$ cat config.mk
export PLATFORM = sky130hd
export DESIGN_NAME = pipe_tx_gearbox
export DESIGN_NICKNAME = d
export VERILOG_FILES = /design/src/rtl/pcie_pipe_pkg.sv /design/src/rtl/pipe_tx_fifo.sv /design/src/rtl/pipe_tx_gearbox.sv
export SDC_FILE = /design/constraint.sdc
export NUM_CORES = 2
export LEC_CHECK = 0
export ABC_AREA = 1
export CORE_ASPECT_RATIO = 0.9
export CORE_MARGIN = 2
export CORE_UTILIZATION = 38
export CTS_BUF_LIST = sky130_fd_sc_hd__clkbuf_4
export DETAILED_ROUTE_END_ITERATION = 8
export PLACE_DENSITY = 0.51
export SYNTH_ARGS = -nofsm -noshare
export SYNTH_HDL_FRONTEND = slang
export SYNTH_SLANG_ARGS = --single-unit
export TNS_END_PERCENT = 5
$ cat constraint.sdc
create_clock -name clk -period 15.3 [get_ports clk]
set_input_delay 2.295 -clock clk [delete_from_list [all_inputs] [get_ports clk]]
set_output_delay 2.295 -clock clk [all_outputs]
set_load 0.01 [all_outputs]
$ cat src/rtl/pcie_pipe_pkg.sv
// Shared PIPE TX gearbox definitions: default widths and serializer FSM states.
package pcie_pipe_pkg;

    localparam int PIPE_DATA_WIDTH_DEF = 256;
    localparam int PHY_DATA_WIDTH_DEF  = 64;
    localparam int DEPTH_LG2_DEF       = 3;

    typedef enum logic {
        IDLE = 1'b0,
        SEND = 1'b1
    } tx_state_e;

endpackage

$ cat src/rtl/pipe_tx_fifo.sv
// Word FIFO in front of the serializer. Push/pop are qualified internally
// against full/empty, so callers may request freely.
module pipe_tx_fifo #(
    parameter int W         = 256,
    parameter int DEPTH_LG2 = 3
) (
    input  logic                 clk,
    input  logic                 rst,
    input  logic                 push_i,
    input  logic [W-1:0]         din_i,
    input  logic                 pop_i,
    output logic [W-1:0]         dout_o,
    output logic                 full_o,
    output logic                 empty_o,
    output logic [DEPTH_LG2:0]   count_o
);
    localparam int DEPTH = 1 << DEPTH_LG2;

    logic [W-1:0]         mem_q [DEPTH];
    logic [DEPTH_LG2-1:0] wptr_q, wptr_d;
    logic [DEPTH_LG2-1:0] rptr_q, rptr_d;
    logic [DEPTH_LG2:0]   count_q, count_d;
    logic                 do_push, do_pop;

    assign full_o  = (count_q == (DEPTH_LG2+1)'(DEPTH));
    assign empty_o = (count_q == '0);
    assign count_o = count_q;
    assign dout_o  = mem_q[rptr_q];

    // A push that arrives while full is dropped even if a pop frees a slot this cycle.
    assign do_push = push_i && !full_o;
    assign do_pop  = pop_i && !empty_o;

    // Pointer and occupancy next-state; pointers wrap naturally at DEPTH.
    always_comb begin
        wptr_d  = wptr_q + DEPTH_LG2'(do_push);
        rptr_d  = rptr_q + DEPTH_LG2'(do_pop);
        count_d = count_q + (DEPTH_LG2+1)'(do_push) - (DEPTH_LG2+1)'(do_pop);
    end

    // Pointer and occupancy registers.
    always_ff @(posedge clk) begin
        if (rst) begin
            wptr_q  <= '0;
            rptr_q  <= '0;
            count_q <= '0;
        end else begin
            wptr_q  <= wptr_d;
            rptr_q  <= rptr_d;
            count_q <= count_d;
        end
    end

    // Storage needs no reset; occupancy alone decides what is valid.
    always_ff @(posedge clk) begin
        if (do_push) mem_q[wptr_q] <= din_i;
    end

endmodule

$ cat src/rtl/pipe_tx_gearbox.sv
// PIPE TX gearbox: buffers wide DLL words and serializes them LSB beat first
// onto a narrower PHY interface with valid/ready handshake.
// Optional: PIPE_TX_GEARBOX_STATS_EN adds saturating words_sent_o / drops_o counters.
module pipe_tx_gearbox
    import pcie_pipe_pkg::*;
#(
    parameter int PIPE_DATA_WIDTH = PIPE_DATA_WIDTH_DEF,
    parameter int PHY_DATA_WIDTH  = PHY_DATA_WIDTH_DEF,
    parameter int DEPTH_LG2       = DEPTH_LG2_DEF
) (
    input  logic                       clk,
    input  logic                       rst,
    input  logic [PIPE_DATA_WIDTH-1:0] pipe_txdata_i,
    input  logic                       pipe_txvalid_i,
    output logic [PHY_DATA_WIDTH-1:0]  phy_data_o,
    output logic                       phy_valid_o,
    input  logic                       phy_ready_i,
    output logic [DEPTH_LG2:0]         level_o,
    output logic                       overflow_o
`ifdef PIPE_TX_GEARBOX_STATS_EN
    ,
    output logic [31:0]                words_sent_o,
    output logic [15:0]                drops_o
`endif
);
    localparam int RATIO = PIPE_DATA_WIDTH / PHY_DATA_WIDTH;
    localparam int CNT_W = $clog2(RATIO);

    tx_state_e                  state_q, state_d;
    logic [CNT_W-1:0]           cnt_q, cnt_d;
    logic [PIPE_DATA_WIDTH-1:0] shreg_q, shreg_d;
    logic                       overflow_q;
    logic                       pop;
    logic                       hs, last;
    logic                       fifo_full, fifo_empty;
    logic [PIPE_DATA_WIDTH-1:0] fifo_dout;

    pipe_tx_fifo #(
        .W         (PIPE_DATA_WIDTH),
        .DEPTH_LG2 (DEPTH_LG2)
    ) u_fifo (
        .clk     (clk),
        .rst     (rst),
        .push_i  (pipe_txvalid_i),
        .din_i   (pipe_txdata_i),
        .pop_i   (pop),
        .dout_o  (fifo_dout),
        .full_o  (fifo_full),
        .empty_o (fifo_empty),
        .count_o (level_o)
    );

    assign hs   = (state_q == SEND) && phy_ready_i;
    assign last = (cnt_q == CNT_W'(RATIO-1));

    // Serializer state register.
    always_ff @(posedge clk) begin
        if (rst) begin
            state_q <= IDLE;
            cnt_q   <= '0;
            shreg_q <= '0;
        end else begin
            state_q <= state_d;
            cnt_q   <= cnt_d;
            shreg_q <= shreg_d;
        end
    end

    // Next-state: load a word from the FIFO when idle or right after the last
    // beat handshakes, so back-to-back words go out without a bubble.
    always_comb begin
        state_d = state_q;
        cnt_d   = cnt_q;
        shreg_d = shreg_q;
        pop     = 1'b0;
        case (state_q)
            IDLE: begin
                if (!fifo_empty) begin
                    pop     = 1'b1;
                    shreg_d = fifo_dout;
                    cnt_d   = '0;
                    state_d = SEND;
                end
            end
            SEND: begin
                if (hs) begin
                    if (!last) begin
                        cnt_d = cnt_q + 1'b1;
                    end else if (!fifo_empty) begin
                        pop     = 1'b1;
                        shreg_d = fifo_dout;
                        cnt_d   = '0;
                    end else begin
                        state_d = IDLE;
                    end
                end
            end
            default: state_d = IDLE;
        endcase
    end

    // Outputs come straight from registers, so they hold while ready is low.
    always_comb begin
        phy_valid_o = (state_q == SEND);
        phy_data_o  = shreg_q[cnt_q*PHY_DATA_WIDTH +: PHY_DATA_WIDTH];
        overflow_o  = overflow_q;
    end

    // Sticky overflow: set whenever a word is presented to a full FIFO.
    always_ff @(posedge clk) begin
        if (rst)                              overflow_q <= 1'b0;
        else if (pipe_txvalid_i && fifo_full) overflow_q <= 1'b1;
    end

`ifdef PIPE_TX_GEARBOX_STATS_EN
    logic [31:0] words_sent_q;
    logic [15:0] drops_q;

    // Saturating counters of completed words and dropped words.
    always_ff @(posedge clk) begin
        if (rst) begin
            words_sent_q <= '0;
            drops_q      <= '0;
        end else begin
            if (hs && last && (words_sent_q != '1))             words_sent_q <= words_sent_q + 1'b1;
            if (pipe_txvalid_i && fifo_full && (drops_q != '1)) drops_q      <= drops_q + 1'b1;
        end
    end

    assign words_sent_o = words_sent_q;
    assign drops_o      = drops_q;
`endif

endmodule

-- Yosys cells after proc, flatten, opt, wreduce, memory -nomap -nowiden
Memories as Yosys holds them, arrays and structs flattened. A register that Yosys moved wholly into a read port is not among the register bits.
Cells that the tools add are included.
- register bits after elaboration: 270
- bits in latches: 0
- RAM bits: 2048
- bits in read-only memories: 0
- input port bits: 260
- memories kept: 1
- memory list (memory ; words ; bits a word ; rd ports ; clocked after memory_dff ; write ports ; line ; source):
    u_fifo.mem_q ; 8 ; 256 ; 1 ; 1 ; 1 ; pipe_tx_fifo.sv:19 ; logic [W-1:0] mem_q [DEPTH];
- add/sub/neg operators: 5
- multipliers: 0
- div/mod/pow operators: 0
- magnitude comparators: 0
- eq/ne operators: 4
- shift-type cells: 1
- muxes and demuxes: 18
- bitwise logic cells: 1
- reductions and logical operators: 8
- operators with widths (kind ; count):
    $mux W256 ; 3
    $pmux W256 S2 ; 1
    $shiftx A256 B9 Y64 ; 1
    $mux W1 ; 7
    $add A3 B1 Y3 ; 2
    $mux W2 ; 3
    $add A4 B1 Y4 ; 1
    $eq A4 B4 Y1 const B ; 1
    $logic_and A1 B1 Y1 ; 4
    $logic_not A4 Y1 ; 1
    $ne A2 B1 Y1 const B ; 2
    $pmux W1 S2 ; 2
    $pmux W2 S2 ; 1
    $sub A4 B1 Y4 ; 1
    $mux W3 ; 1
    $add A2 B1 Y2 const B ; 1
    $eq A2 B2 Y1 const B ; 1
    $logic_not A1 Y1 ; 2
    $reduce_and A2 Y1 ; 1
    $not A1 Y1 ; 1

-- Longest topological paths before layout
- word-level depth: 8
- gate-level depth with buffers: 14
- mapped depth without buffers: 14

-- By module
A second synthesis with hierarchy kept.
- cell total of the unflattened synthesis: 11508
- area, all modules: 104485.2 um^2
- by module, submodules not included (module ; times used ; cells an instance ; area each (um^2) ; seq. area each (um^2)):
    pipe_tx_fifo ; 1 ; 8925 ; 89408.2 ; 61699.2
    pipe_tx_gearbox ; 1 ; 2583 ; 15077.0 ; 5205.0

-- Worst setup path before layout
No wires, ideal clock.
- kind: in2reg
- from: input pipe_txvalid_i
- to: memory u_fifo.mem_q[0][0], enable pin
- arrival: 13336 ps
- path slack: 1085 ps
- stages: 4
- path buffers: 0
- cells stage by stage: inv_1 a31oi_1 nand2_1 nor2_1
- longest elaborated chain between the ends: 3
- ends and longest elaborated chain (what ; line ; source):
    start, declared ; pipe_tx_gearbox.sv:14 ; input logic pipe_txvalid_i,
    $logic_and A1 B1 Y1 ; pipe_tx_fifo.sv:31 ; assign do_push = push_i && !full_o;
    $mux W1 ; pipe_tx_fifo.sv:56 ; if (do_push) mem_q[wptr_q] <= din_i;
    $mux W1 (implied by the code) ; pipe_tx_fifo.sv:56 ;
    end, declared ; pipe_tx_fifo.sv:19 ;
Every way passes these cells.

-- Final worst setup path
- from: register cnt_q[1]
- to: output phy_data_o[5]
- longest elaborated chain between the ends: 1
- ends and longest elaborated chain (what ; line ; source):
    start, declared ; pipe_tx_gearbox.sv:30 ; logic [CNT_W-1:0] cnt_q, cnt_d;
    start signal, assigned ; pipe_tx_gearbox.sv:64 ; cnt_q <= cnt_d;
    $shiftx A256 B9 Y64 ; pipe_tx_gearbox.sv:105 ; phy_data_o = shreg_q[cnt_q*PHY_DATA_WIDTH +: PHY_DATA_WIDTH];
    end, declared ; pipe_tx_gearbox.sv:15 ; output logic [PHY_DATA_WIDTH-1:0] phy_data_o,
Every way passes these cells.

==> run summary <==
Fin. Hold Viols -> 0
CP Max Fanout -> 60
vias -> 68500
core area -> 253000 sq um
drt pass-1 iters -> 6
# hold bufs at CTS -> 0
first-pass GRT wire length -> 451 mm
antenna-violating nets left -> 0
# rows -> 175
Fillers -> 24200
power per cell area -> 165 nW/um^2
Cells after Synth -> 9383
GPL Wtd Cong -> 0.801
critical path's top delay family -> buffers and inverters
IO Port Bufs -> 329
Initial DRC Count -> 5954
Setup Viol. Count Final -> 0
CP endpoint kind -> output pin
Avg Inst Size Synth -> 10.3 sq um
TritonCTS buffer count -> 620
CTS Buffer Depth -> 4
remaining routing DRC violations -> 0
Worst-Skew Late Latency -> 1350 ps
setup bufs post-CTS -> 0
Yosys top cell by area -> edfxtp_1
Critical Path Start Type -> flop
post-CTS sizing -> 0
min-delay worst type -> reg2reg
fraction of layout cells with a size suffix above 1 -> 0.108
largest net degree at the start of global routing -> 175
antenna violations before repair -> 134
GRT Overall Usage -> 0.239
Final Max Slew Viols -> 0
clk slew on worst S/H paths -> 70 ps
Hold WS -> 477 ps
f_max -> 137 MHz
Multi-input gate area -> 21600 sq um
Initial Util -> 0.382
skew final -> 116 ps
Final Power -> 18300 uW
clk sinks -> 2318
most frequent CP cell -> o21ai_0
Final Critical Period -> 7280 ps
unrepaired setup endpoints after global routing -> false
final WL -> 314 mm
synth unique cells -> 24
TritonCTS clock tree -> built
Synth top area share -> 0.637
critical-path cell list -> inv_6 -> buf_4 -> o21ai_0 -> o21ai_0 -> clkdlybuf4s50_1
DR WL/cell -> 22.7 microns
worst slew pin tran -> 1360 ps
crit-path max cell delay -> 900 ps
crit path DAT -> 4980 ps
Root Driver -> clkbuf_4
status -> finished, final reports clean
Slew headroom -> 0.0833
DP HPWL -> 179 mm
Crit path buffers/inverters -> 3
H-tree levels -> 6
area delta synth->final -> 14.8%
vias per cell -> 4.96
Remaining Overflow, GRT -> 0
register area share after synthesis -> 0.693
synthesized cell area -> 96600 sq um
required time worst endpoint -> 13010 ps
setup TNS -> 0 ps
Die Y -> 482 microns
die footprint -> 258000 sq um
maximum vdd drop -> 0.000109 V
top cells by area, synth -> edfxtp_1, nand2_1, nand3_1
fin nets -> 10200
Synth Warn # -> 0
number of global-route vias before repair -> 65200
CP max-delay cell -> o21ai_0
Setup CP Type -> reg2out
Final period util -> 0.476
Ports -> 330
register area -> 66900 sq um
Die Span X -> 535 microns
Synth Register Bits -> 2318
max cap viols -> 0
leakage -> 0.0464 uW
syn_nets -> 9653
## synth_stat cells, drive strengths merged
library cell,n
clkinv,1
inv,1506
o21ai,239
xor2,1
nand4,1
xnor2,2
clkbuf,127
dfxtp,270
a31oi,4
a21oi,129
buf,396
ha,9
o22ai,44
edfxtp,2048
nor2,427
fa,1
nand3,1560
nand2,2618
## metal layers
| layer | routed length, microns | GRT usage | up-vias |
|---|---|---|---|
| li1 | - | - | 32100 |
| met3 | 24900 | 0.0558 | 584 |
| met4 | 8710 | 0.0791 | 72 |
| met5 | 469 | 0 | - |
| met2 | 146000 | 0.382 | 2488 |
| met1 | 134000 | 0.320 | 33200 |
## through the flow
stage	instance area (sq um)	worst slack (ps)	cells	utilization
after floorplan	96600	1090	9383	-
after global placement	103000	8180	12700	0.406
after detailed placement	103000	8060	12700	0.406
after CTS	111000	7860	13800	0.438
after global routing	111000	7940	13800	0.439
final	111000	8020	13800	0.439
## path summary, 6_finish.rpt
path / startpoint / slack (ps) / end / cells after the start
min: overflow_o / 480 / overflow_o / 2
min reg2reg: overflow_o / 480 / overflow_o / 2
max: cnt_q[1] / 8020 / phy_data_o[5] / 5
max reg2reg: u_fifo.rptr_q[0] / 10320 / shreg_q[237] / 11
## kinds of logic after synthesis
group	after synthesis	share of synthesized area
AND/OR/NAND/NOR	4606	0.199
AO/OA/AOI/OAI	416	0.0222
adder cells (fa/ha/maj)	10	0.00137
flip-flops	2318	0.693
XOR/XNOR	3	0.000272
buffers and inverters	2030	0.0843
## cell usage in the layout (no fill, tap or decap), types with 7 or more instances in the layout
master,Yosys,layout
nor2_4,1,9
clkinv_1,1,107
inv_1,1502,1499
dfxtp_1,270,265
o22ai_1,44,44
clkdlybuf4s50_1,0,328
clkbuf_4,0,951
buf_12,0,11
inv_2,3,18
nand2_1,2618,2618
a21oi_1,129,129
buf_4,28,90
ha_1,9,9
diode_2,0,49
nor2_1,426,418
nand3_1,1560,1559
edfxtp_1,2048,2048
clkinv_2,0,7
o21ai_0,239,239
clkinvlp_4,0,12
bufinv_16,0,12
## sequential cells by signal, summed over array words and instances (netlist names)
signal          cells
u_fifo.count_o      4
cnt_q               2
shreg_q           256
u_fifo.rptr_q       3
overflow_o          1
phy_valid_o         1
u_fifo.mem_q     2048
u_fifo.wptr_q       3
## tightest hold or removal path: stages, from the launching register on
cell and delay (ps):
dfxtp_1 320, inv_1 50, a21oi_1 60
## report_power, final
group          internal, uW  switching, uW  leakage (uW)
sequential             7560            415        0.0208
clock                  3030           2630       0.00483
combinational          1330           3320        0.0207
total                 11900           6370        0.0464
## cell type report
class	count	area share
Timing Repair Buffer	430	0.0378
Tap cell	3363	0.0379
Inverter	1507	0.0514
Sequential cell	2318	0.604
Multi-Input combinational cell	5035	0.195
Clock inverter	158	0.00886
Clock buffer	951	0.0644
Antenna cell	49	0.00111
Power figures use the tool's default switching activity.
